--- src/rtl/a_hist_buffer.sv ---
// Activation history buffer: keeps the last DEPTH captured activation vectors
// for back-prop, with a combinational read select into the history.
module a_hist_buffer #(
  parameter int          WIDTH         = 16,
  parameter int          CHANNELS      = 2,
  parameter int          DEPTH         = 4,
  parameter logic [3:0]  CAPTURE_PHASE = 4'd1,
  parameter int          SEL_W         = 2
) (
  input  logic                      clk,
  input  logic                      rst,
  input  logic [3:0]                step,
  input  logic [3:0]                controller,
  input  logic                      flush,
  input  logic [CHANNELS*WIDTH-1:0] a_in,
  input  logic [SEL_W-1:0]          rd_sel,
  output logic [CHANNELS*WIDTH-1:0] a_out,
  output logic                      out_valid,
  output logic [SEL_W:0]            count,
  output logic                      full,
  output logic                      cap_ack
);

  localparam int AW = CHANNELS * WIDTH;
  localparam logic [SEL_W:0] DEPTH_C = (SEL_W + 1)'(DEPTH);

  logic [AW-1:0] entry_q [DEPTH];
  logic [AW-1:0] entry_d [DEPTH];
  logic [SEL_W:0] count_q, count_d;
  logic           cap_ack_q, cap_ack_d;
  logic           cap;

  assign cap = (step != 4'd0) && (controller == CAPTURE_PHASE) && !flush;

  // Flush wins over a simultaneous capture; the capture is simply dropped.
  always_comb begin
    for (int k = 0; k < DEPTH; k++) entry_d[k] = entry_q[k];
    count_d   = count_q;
    cap_ack_d = 1'b0;
    if (flush) begin
      for (int k = 0; k < DEPTH; k++) entry_d[k] = '0;
      count_d = '0;
    end else if (cap) begin
      entry_d[0] = a_in;
      for (int k = 1; k < DEPTH; k++) entry_d[k] = entry_q[k-1];
      count_d   = (count_q == DEPTH_C) ? count_q : count_q + 1'b1;
      cap_ack_d = 1'b1;
    end
  end

  always_ff @(posedge clk or posedge rst) begin
    if (rst) begin
      for (int k = 0; k < DEPTH; k++) entry_q[k] <= '0;
      count_q   <= '0;
      cap_ack_q <= 1'b0;
    end else begin
      for (int k = 0; k < DEPTH; k++) entry_q[k] <= entry_d[k];
      count_q   <= count_d;
      cap_ack_q <= cap_ack_d;
    end
  end

  // Selects outside the retained depth read as zero rather than aliasing.
  always_comb begin
    a_out = '0;
    for (int k = 0; k < DEPTH; k++) begin
      if (rd_sel == SEL_W'(k)) a_out = entry_q[k];
    end
  end

  assign out_valid = ({1'b0, rd_sel} < count_q);
  assign count     = count_q;
  assign full      = (count_q == DEPTH_C);
  assign cap_ack   = cap_ack_q;

endmodule

--- config.mk ---
export PLATFORM = sky130hd
export DESIGN_NAME = a_hist_buffer
export DESIGN_NICKNAME = d
export VERILOG_FILES = /design/src/rtl/a_hist_buffer.sv
export SDC_FILE = /design/constraint.sdc
export NUM_CORES = 1
export LEC_CHECK = 0
export CAP_MARGIN = 20
export CORE_ASPECT_RATIO = 1.1
export CORE_MARGIN = 5
export CORE_UTILIZATION = 59
export CTS_BUF_LIST = sky130_fd_sc_hd__clkbuf_16
export DETAILED_ROUTE_END_ITERATION = 10
export GPL_ROUTABILITY_DRIVEN = 0
export MAX_ROUTING_LAYER = met4
export PLACE_DENSITY_LB_ADDON = 0.12
export SYNTH_ARGS = -nofsm -noshare
export SYNTH_HDL_FRONTEND = slang
export SYNTH_SLANG_ARGS = --single-unit
--- constraint.sdc ---
create_clock -name clk -period 11.65 [get_ports clk]
set_input_delay 2.33 -clock clk [delete_from_list [all_inputs] [get_ports clk]]
set_output_delay 2.33 -clock clk [all_outputs]
set_load 0.05 [all_outputs]
==> metrics.md, run 1 <==
| Metric | Value |
|---|---|
| Via count | ~5500 |
| Final Non-Filler Cells | ~840 |
| Worst path cell trace | buf_2 -> ha_1 -> o21ai_0 -> a21o_1 -> clkdlybuf4s50_1 |
| Mapped Area | between 6000 and 7000 um^2 |
| Share of post-route cells with drive strength above 1 | between 10% and 20% |
| Commonest cells post-synth | 132 x dfrtp_1, 130 x a21oi_1, 128 x nand3_1, 128 x o21ai_0, 69 x clkbuf_1 |
| Clock share of power | a little under half |
| Total setup buffers inserted after CTS | 0 |
| Fill count | 830 |
| Vias in the first global route | 5261 |
| CTS root buffer | clkbuf_16 |
| # DRC | 0 |
| Core area | approximately 11000 um^2 |
| Drt first pass iters | 5 |
| Ys flop type | dfrtp_1 |
| Post-detailed-route wirelength per cell | around 19 um |
| #FFs+latches synth | ~130 |
| H-tree depth | 4 |
| Startpoint Class | primary input |
| Max Clk Rate | roughly 0.15 GHz |
| Syn nets | roughly 700 |
| Initial DRC Count | between 600 and 700 |
| Final setup fails | 0 |
| Worst-margin pin slew | just under 1 ns |
| Status | finished clean |
| Cell count after synthesis | between 600 and 700 |
| Vias per cell | around 6.5 |
| ANT cells | 0 |
| Inserted Clock Buffers | 17 |
| Grt ovf | 0 |
| Clk slew on worst S/H paths | around 0.050 ns |
| CTS Hold Buffers Added | 0 |
| Mapped Avg Cell Area | around 10 um^2 |
| # Max-Cap Violations | 0 |
| Rel. slew slack | 34.6% |
| Area Growth Syn to Fin | 19.9% |
| Slowest CP cell | clkdlybuf4s50_1 |
| Crit path max fanout | 33 |
| Die ar. | about 13000 um^2 |
| IO buf count | 82 |
| P per Cell Area | 127 nW/um^2 |
| Critical path class | in2out |
| Peak supply drop | just over 0.09 mV |
| Count leader, synth | dfrtp_1 |
| Switching pwr | 0.000232 W |
| Clk_lat worst skew | around 0.42 ns |
| Buf/Inv on CP | 2 |
| CP peak stage delay | 0.79 ns |
| Sequential cell area fraction in the yosys report | 51.3% |
| GRT Total Usage | between 20% and 30% |
| Row cnt | 40 |
| Leakage power | roughly 3.0 nW |
| Delay-heaviest family, CP | buffers and inverters |
| Worst EP required | slightly above 9 ns |
| Internal Power | about 0.00075 W |
| Tcrit/Tclk final | between 50% and 60% |
| Sw Ratio | about a quarter |
| Die Wd | between 100 and 150 um |
| Netlist cell types | 26 |
| Post-synth top area cell | dfrtp_1 |
| Largest net degree at the start of global routing | 134 |
| Sequential power share | ~47% |
| Clock Skew | ~0.0045 ns |
| Final hold violation count | 0 |
| Post-DP HPWL | around 8300 um |
| Placed Cells | around 800 |
| Top cell type's share of synthesized area | about half |
| CP arrival | 4.44 ns |
| Final ANT Viol Nets | 0 |
| CTS sink count | 132 |
| Post_cts resized | 0 |
| CTS tree | done |
| Hold Path Class | reg2reg |
| Initial antenna violation count | 0 |
| Chip height | 120 um |
| Combinational power share | under 10% |
| Dominant cells by area after synthesis | dfrtp_1 51%, mux4_2 11%, a21oi_1 10%, nand3_1 9.9%, o21ai_0 9.9% |
| Initial core utilization | about 60% |
| Slew Limit Fails | 0 |
| Warnings from Yosys | 0 |
| Final setup TNS | 0 ns |
| # IOs | 83 |
| Unrepaired setup endpoints after global routing | no |
| CTS Buffer Depth | 2 |
| Post-synth EDFFs | 0 |
| Min cycle time layout | around 6.8 ns |
| Async SR Flop Fraction | 100% |
| Crit end category | primary output |
| First-pass GRT wire length | roughly 27000 um |
| Final nets | around 730 |
| Routed Wire Length | 16000 um |
-- worst reg2reg max path: cells and delay by family (launching register included) --
family	cells	cell delay, ns
and+or+nand+nor	2	0.63
DFF	1	0.41
adders and majority gates	1	0.21
AOI/OAI and AO/OA	1	0.16
buffers and inverters	1	0.09
-- logic make-up (layout without fill, tap and decap cells) --
| group | count (synthesis) | after routing | synth area share (%) |
|---|---|---|---|
| AO/OA/AOI/OAI | 264 | 264 | 20.7 |
| AND/OR/NAND/NOR | 138 | 138 | 11.1 |
| flip-flops | 132 | 132 | 51.3 |
| buffers and inverters | 84 | 126 | 5.16 |
| multiplexers | 32 | 32 | 11.2 |
| adder cells (fa/ha/maj) | 3 | 3 | 0.582 |
-- cell type report --
| class | count | area [um^2] | area share (%) |
|---|---|---|---|
| flip-flops and latches | 132 | 3300 | 42.7 |
| multi-input cells | 437 | 2830 | 36.6 |
| repair buffers | 91 | 908 | 11.8 |
| clock buffers | 17 | 425 | 5.51 |
| well taps | 147 | 184 | 2.38 |
| clock inverters | 14 | 57.6 | 0.745 |
| inverters | 4 | 17.5 | 0.227 |
-- routing by layer --
| layer | routed length (um) | vias to the layer above | track usage (%) |
|---|---|---|---|
| li1 | - | 2465 | - |
| met1 | 6790 | 2766 | 36.7 |
| met2 | 8020 | 210 | 38.1 |
| met3 | 975 | 22 | 5.70 |
| met4 | 200 | 0 | 8.50 |
| met5 | 0 | - | - |
-- power by group through the flow --
| stage | Sequential [W] | Clock (W) | Combinational [W] |
|---|---|---|---|
| 3_3_place_gp | 0.000471 | 0 | 0.0000689 |
| 3_5_place_dp | 0.000471 | 0 | 0.0000700 |
| 4_1_cts | 0.000464 | 0.000450 | 0.0000703 |
| 6_report | 0.000464 | 0.000444 | 0.0000705 |
| 2_1_floorplan | 0.000471 | 0 | 0.0000419 |
| 5_1_grt | 0.000464 | 0.000473 | 0.0000767 |
-- registers in the layout, indices dropped and copies added (netlist names) --
| name | count |
|---|---|
| entry_q | 128 |
| count | 3 |
| cap_ack | 1 |
-- layout by cell type, fill, tap and decap left out, types with 2 or more instances in the layout --
cell type / count
mux4_2: 32
ha_1: 3
clkinv_2: 4
clkdlybuf4s50_1: 79
o31ai_1: 2
o21ai_0: 128
buf_2: 2
clkinv_1: 6
inv_1: 7
nand3_1: 128
a21oi_1: 130
buf_4: 8
clkbuf_16: 17
dfrtp_1: 132
-- worst paths after layout --
path,startpoint,end,slack (ns),cells after the start
max in group asynchronous,rst,entry_q[23],7.81,3
worst max-delay path,rd_sel[1],out_valid,4.88,5
worst min register to register,entry_q[15],entry_q[15],0.54,2
worst min-delay path,entry_q[15],entry_q[15],0.54,2
min in group asynchronous,rst,entry_q[19],2.38,2
worst max register to register,count[0],count[0],10.06,5
-- stage by stage --
step | area (um^2) | setup slack, ns | total power [W] | utilization, % | hold slack, ns
floorplan | 6440 | 5.71 | 0.000513 | - | 0.513
global placement | 7200 | 4.90 | 0.000540 | 66.6 | 0.524
detailed placement | 7200 | 4.93 | 0.000541 | 66.6 | 0.532
CTS | 7680 | 4.91 | 0.000984 | 71.0 | 0.539
global route | 7730 | 4.79 | 0.00101 | 71.5 | 0.566
finish | 7730 | 4.88 | 0.000978 | 71.5 | 0.540
Note: power is estimated with default switching activity, not from simulation.
==> run 2, diff against run 1 <==
- CORE_UTILIZATION: 59 -> 56
- clock period: 11.65 -> 6.55 ns (I/O delays scaled with it)
==> metrics.md, run 2 (same netlist as run 1, synthesis figures left out) <==
| Metric | Value |
|---|---|
| Status | finished clean |
| Clk_lat worst skew | 0.41 ns (about the same) |
| Area Growth Syn to Fin | 21.6% |
| Smallest hold slack | 0.536 ns (-0.00323 ns) |
| Commonest cells after routing, fill and taps aside | 132 x dfrtp_1, 130 x a21oi_1, 128 x nand3_1, 128 x o21ai_0, 79 x clkdlybuf4s50_1 |
| Routed Wire Length | 16100 um (+0.80%) |
| Grt ovf | 0 (unchanged) |
| # Max-Cap Violations | 0 (unchanged) |
| Total setup buffers inserted after CTS | 0 (unchanged) |
| Inserted Clock Buffers | 17 (unchanged) |
| IO buf count | 82 (unchanged) |
| Vias in the first global route | 5425 (+3.1%) |
| Row cnt | 41 (+2.5%) |
| P per Cell Area | 239 nW/um^2 (+89%) |
| Post-DP HPWL | 8470 um (+1.7%) |
| Slew Limit Fails | 0 (unchanged) |
| # DRC | 0 (unchanged) |
| Rel. slew slack | 37.8% (+3.2 points) |
| Final setup fails | 0 (unchanged) |
| Peak supply drop | 0.201 mV (+120%) |
| Fill count | 886 (+6.7%) |
| GRT Total Usage | 24.9% (-1.2 points) |
| CP arrival | 3.40 ns (-1.04 ns) |
| Final setup TNS | 0 ns (unchanged) |
| Vias per cell | 6.43 (-0.95%) |
| Final hold violation count | 0 (unchanged) |
| Clock Skew | 0.00589 ns (+0.00138 ns) |
| # IOs | 83 (unchanged) |
| Post_cts resized | 0 (unchanged) |
| CP peak stage delay | 0.80 ns (about the same) |
| Crit end category | primary output |
| CTS sink count | 132 (unchanged) |
| ANT cells | 0 (unchanged) |
| Worst-margin pin slew | 0.933 ns (-0.0473 ns) |
| Die Wd | 112 um (+2.4%) |
| Worst path cell trace | buf_2 -> ha_1 -> o21ai_0 -> a21o_1 -> clkdlybuf4s50_1 |
| Tcrit/Tclk final | a little under three quarters |
| Hold Path Class | reg2reg |
| CTS root buffer | clkbuf_16 |
| Commonest non-fill, non-tap cell in the layout | dfrtp_1 |
| Largest net degree at the start of global routing | 134 (unchanged) |
| Slowest CP cell | clkdlybuf4s50_1 |
| Initial DRC Count | 455 (-32%) |
| Largest reg by FF count | entry_q |
| Crit path max fanout | 33 (unchanged) |
| Leakage power | 3.02 nW (+1.3%) |
| Max Clk Rate | around 0.21 GHz |
| First-pass GRT wire length | 27200 um (+2.2%) |
| Startpoint Class | primary input |
| Share of post-route cells with drive strength above 1 | 10.8% (+0.70 points) |
| Core area | 11400 um^2 (+5.3%) |
| Chip height | 123 um (+2.4%) |
| Final nets | 731 (unchanged) |
| Min cycle time layout | about 4.7 ns |
| Via count | 5437 (-0.48%) |
| Placed Cells | 812 (+0.37%) |
| CTS Hold Buffers Added | 0 (unchanged) |
| Final Non-Filler Cells | 846 (+0.48%) |
| CTS tree | done |
| Worst EP required | 5.24 ns (-4.08 ns) |
| Unrepaired setup endpoints after global routing | no |
| CTS Buffer Depth | 2 (unchanged) |
| Power, Total | 0.00188 W (+92%) |
| Critical path class | in2out |
| Clk slew on worst S/H paths | 0.05 ns (about the same) |
| Initial antenna violation count | 0 (unchanged) |
| Post-detailed-route wirelength per cell | 19.0 um (+0.32%) |
| FF+latch area | 3300 um^2 (unchanged) |
| Drt first pass iters | 5 (unchanged) |
| Die ar. | 13800 um^2 (+4.9%) |
| H-tree depth | 4 (unchanged) |
| Final ANT Viol Nets | 0 (unchanged) |
| Largest register FFs | 128 (unchanged) |
| Multi-input gate area | 2830 um^2 (unchanged) |
| Initial core utilization | 56.6% (-3.0 points) |
## run 2: cell type report
class,count,area share [%]
Clock inverter,15,1.87
Timing Repair Buffer,91,11.8
Tap cell,150,2.39
Clock buffer,17,5.43
Multi-Input combinational cell,437,36.1
Sequential cell,132,42.1
Inverter,4,0.223
## run 2: report_power, final
group / switching (W) / total, W / internal, W
registers: 0.00000379 / 0.000825 / 0.000821
clock network: 0.000339 / 0.000925 / 0.000586
logic: 0.0000812 / 0.000126 / 0.0000450
## run 2: routing by layer
layer / global-route usage [%] / up-vias / part of all wire, %
met3: 6.31 / 20 / 6.8
li1: - / 2467 / -
met5: - / - / 0
met2: 36.6 / 228 / 48
met1: 34.3 / 2722 / 44
met4: 8.11 / 0 / 1.5
## run 2: path summary, 6_finish.rpt
kind                                  from            to  slack (ns)  cells past startpoint
min in group asynchronous              rst  entry_q[113]        1.46                      2
worst max-delay path             rd_sel[1]     out_valid        1.84                      5
worst min-delay path            entry_q[3]    entry_q[3]        0.54                      2
worst min register to register  entry_q[3]    entry_q[3]        0.54                      2
worst max register to register    count[0]      count[0]        4.89                      5
max in group asynchronous              rst   entry_q[68]        3.79                      3
## run 2: worst max-delay path, delay by kind of cell
family	cells	cell delay (ns)
compound gates	2	0.23
buf+inv	2	1.49
fa+ha+maj	1	0.36
## run 2: per-stage QoR
step | utilization (%) | cell area [um^2] | setup slack (ns)
CTS | 68.4 | 7780 | 1.86
detailed placement | 63.3 | 7210 | 1.86
floorplan | - | 6440 | 1.71
global route | 68.8 | 7840 | 1.75
finish | 68.8 | 7840 | 1.84
global placement | 63.3 | 7210 | 1.87
==> run 3, diff against run 2 <==
- CORE_UTILIZATION: 56 -> 50
- clock period: 6.55 -> 3.85 ns (I/O delays scaled with it)
==> metrics.md, run 3 (same netlist as run 1, synthesis figures left out) <==
| Metric | Value |
|---|---|
| Status | finished clean |
| ANT cells | 0 (unchanged) |
| Clk_lat worst skew | 0.42 ns (about the same) |
| Largest net degree at the start of global routing | 134 (unchanged) |
| Worst path cell trace | buf_2 -> buf_12 -> mux4_2 -> clkdlybuf4s50_1 |
| P per Cell Area | 380 nW/um^2 (+59%) |
| Post_cts resized | 0 (unchanged) |
| Core area | 12600 um^2 (+11%) |
| Unrepaired setup endpoints after global routing | no |
| Dpl ws | 0.628 ns (-1.23 ns) |
| Drt first pass iters | 5 (unchanged) |
| Leakage power | 3.00 nW (-0.82%) |
| FF+latch area | 3300 um^2 (unchanged) |
| Vias per cell | 6.40 (-0.34%) |
| Rel. slew slack | 34.7% (-3.1 points) |
| Cell area after layout | 7810 um^2 (-0.37%) |
| Critical path class | in2out |
| Placed cell areas | 7330 um^2 (+1.7%) |
| Chip height | 129 um (+5.4%) |
| Final Non-Filler Cells | 852 (+0.71%) |
| Crit path max fanout | 33 (unchanged) |
| # Max-Cap Violations | 0 (unchanged) |
| Final setup TNS | 0 ns (unchanged) |
| Fill count | 1084 (+22%) |
| Worst EP required | 3.08 ns (-2.16 ns) |
| CTS root buffer | clkbuf_16 |
| # DRC | 0 (unchanged) |
| Clock Skew | 0.00932 ns (+0.00343 ns) |
| Final hold violation count | 0 (unchanged) |
| Worst-margin pin slew | 0.978 ns (+0.0443 ns) |
| Inserted Clock Buffers | 17 (unchanged) |
| Hold Path Class | reg2reg |
| Hold path depth | 2 (unchanged) |
| Post-detailed-route wirelength per cell | 19.8 um (+3.7%) |
| Final ANT Viol Nets | 0 (unchanged) |
| Share of post-route cells with drive strength above 1 | 10.8% (+0.016 points) |
| Initial antenna violation count | 0 (unchanged) |
| Via count | 5457 (+0.37%) |
| Initial DRC Count | 628 (+38%) |
| FF-to-FF path depth | 5 (unchanged) |
| Commonest non-fill, non-tap cell in the layout | dfrtp_1 |
| CP arrival | 2.45 ns (-0.95 ns) |
| Crit end category | primary output |
| Largest register FFs | 128 (unchanged) |
| Largest reg by FF count | entry_q |
| Placed Cells | 824 (+1.5%) |
| CTS Hold Buffers Added | 0 (unchanged) |
| Max Clk Rate | just over 0.3 GHz |
| Clk slew on worst S/H paths | 0.05 ns (about the same) |
| Setup WS post-layout | 0.630 ns (-1.21 ns) |
| Slowest CP cell | clkdlybuf4s50_1 |
| Area Growth Syn to Fin | 21.2% |
| Startpoint Class | primary input |
| CTS tree | done |
| Tcrit/Tclk final | between 80% and 90% |
| Grt ovf | 0 (unchanged) |
| Min cycle time layout | between 3 and 4 ns |
| Post-DP HPWL | 9710 um (+15%) |
| Vias in the first global route | 5408 (-0.31%) |
| CTS sink count | 132 (unchanged) |
| Slew Limit Fails | 0 (unchanged) |
| CP peak stage delay | 0.73 ns (-0.07 ns) |
| Routed Wire Length | 16800 um (+4.4%) |
| Die ar. | 15300 um^2 (+11%) |
| Multi-input gate area | 2830 um^2 (unchanged) |
| Initial core utilization | 51.0% (-5.6 points) |
| Final nets | 734 (+0.41%) |
| Total setup buffers inserted after CTS | 0 (unchanged) |
| Commonest cells after routing, fill and taps aside | 132 x dfrtp_1, 130 x a21oi_1, 128 x nand3_1, 128 x o21ai_0, 78 x clkdlybuf4s50_1 |
| GRT Total Usage | 23.5% (-1.4 points) |
| Die Wd | 118 um (+5.3%) |
| Row cnt | 43 (+4.9%) |
| # IOs | 83 (unchanged) |
| Final setup fails | 0 (unchanged) |
| CTS Buffer Depth | 2 (unchanged) |
| H-tree depth | 4 (unchanged) |
| IO buf count | 82 (unchanged) |
| Reg2reg setup slack | 2.31 ns (-2.58 ns) |
| Peak supply drop | 0.306 mV (+52%) |
| First-pass GRT wire length | 28300 um (+4.2%) |
| Final Util | 61.8% (-7.1 points) |
## run 3: layer usage
layer  routed length, um  GRT usage [%]
met5                   0              -
met4                 172           6.61
met3                1160           5.98
met1                7320           32.7
met2                8180           34.4
## run 3: through the flow
| step | hold WS (ns) | power [W] |
|---|---|---|
| global placement | 0.525 | 0.00165 |
| CTS | 0.541 | 0.00299 |
| global route | 0.557 | 0.00307 |
| detailed placement | 0.534 | 0.00165 |
| floorplan | 0.513 | 0.00155 |
| finish | 0.538 | 0.00297 |
## run 3: area by class of cell
class	count	share of cell area, %
Clock buffer	17	5.45
Timing Repair Buffer	94	12.6
Inverter	4	0.240
Sequential cell	132	42.3
Tap cell	157	2.51
Clock inverter	11	0.673
Multi-Input combinational cell	437	36.2
## run 3: worst paths after layout
| path | startpoint | endpoint |
|---|---|---|
| hold reg to reg | entry_q[7] | entry_q[7] |
| setup / recovery | rd_sel[0] | a_out[21] |
| hold / removal | entry_q[7] | entry_q[7] |
| min in group asynchronous | rst | entry_q[106] |
| setup reg to reg | count[0] | count[0] |
| max in group asynchronous | rst | entry_q[3] |
## run 3: report_power, final
part	internal (W)	leakage, nW	switching, W
Sequential	0.00140	1.84	0.00000692
Clock	0.000786	0.242	0.000558
Combinational	0.0000828	0.916	0.000140
## run 3: critical path, delay by kind of cell
family | cells | cell delay (ns)
muxes | 1 | 0.55
buffers and inverters | 3 | 1.10
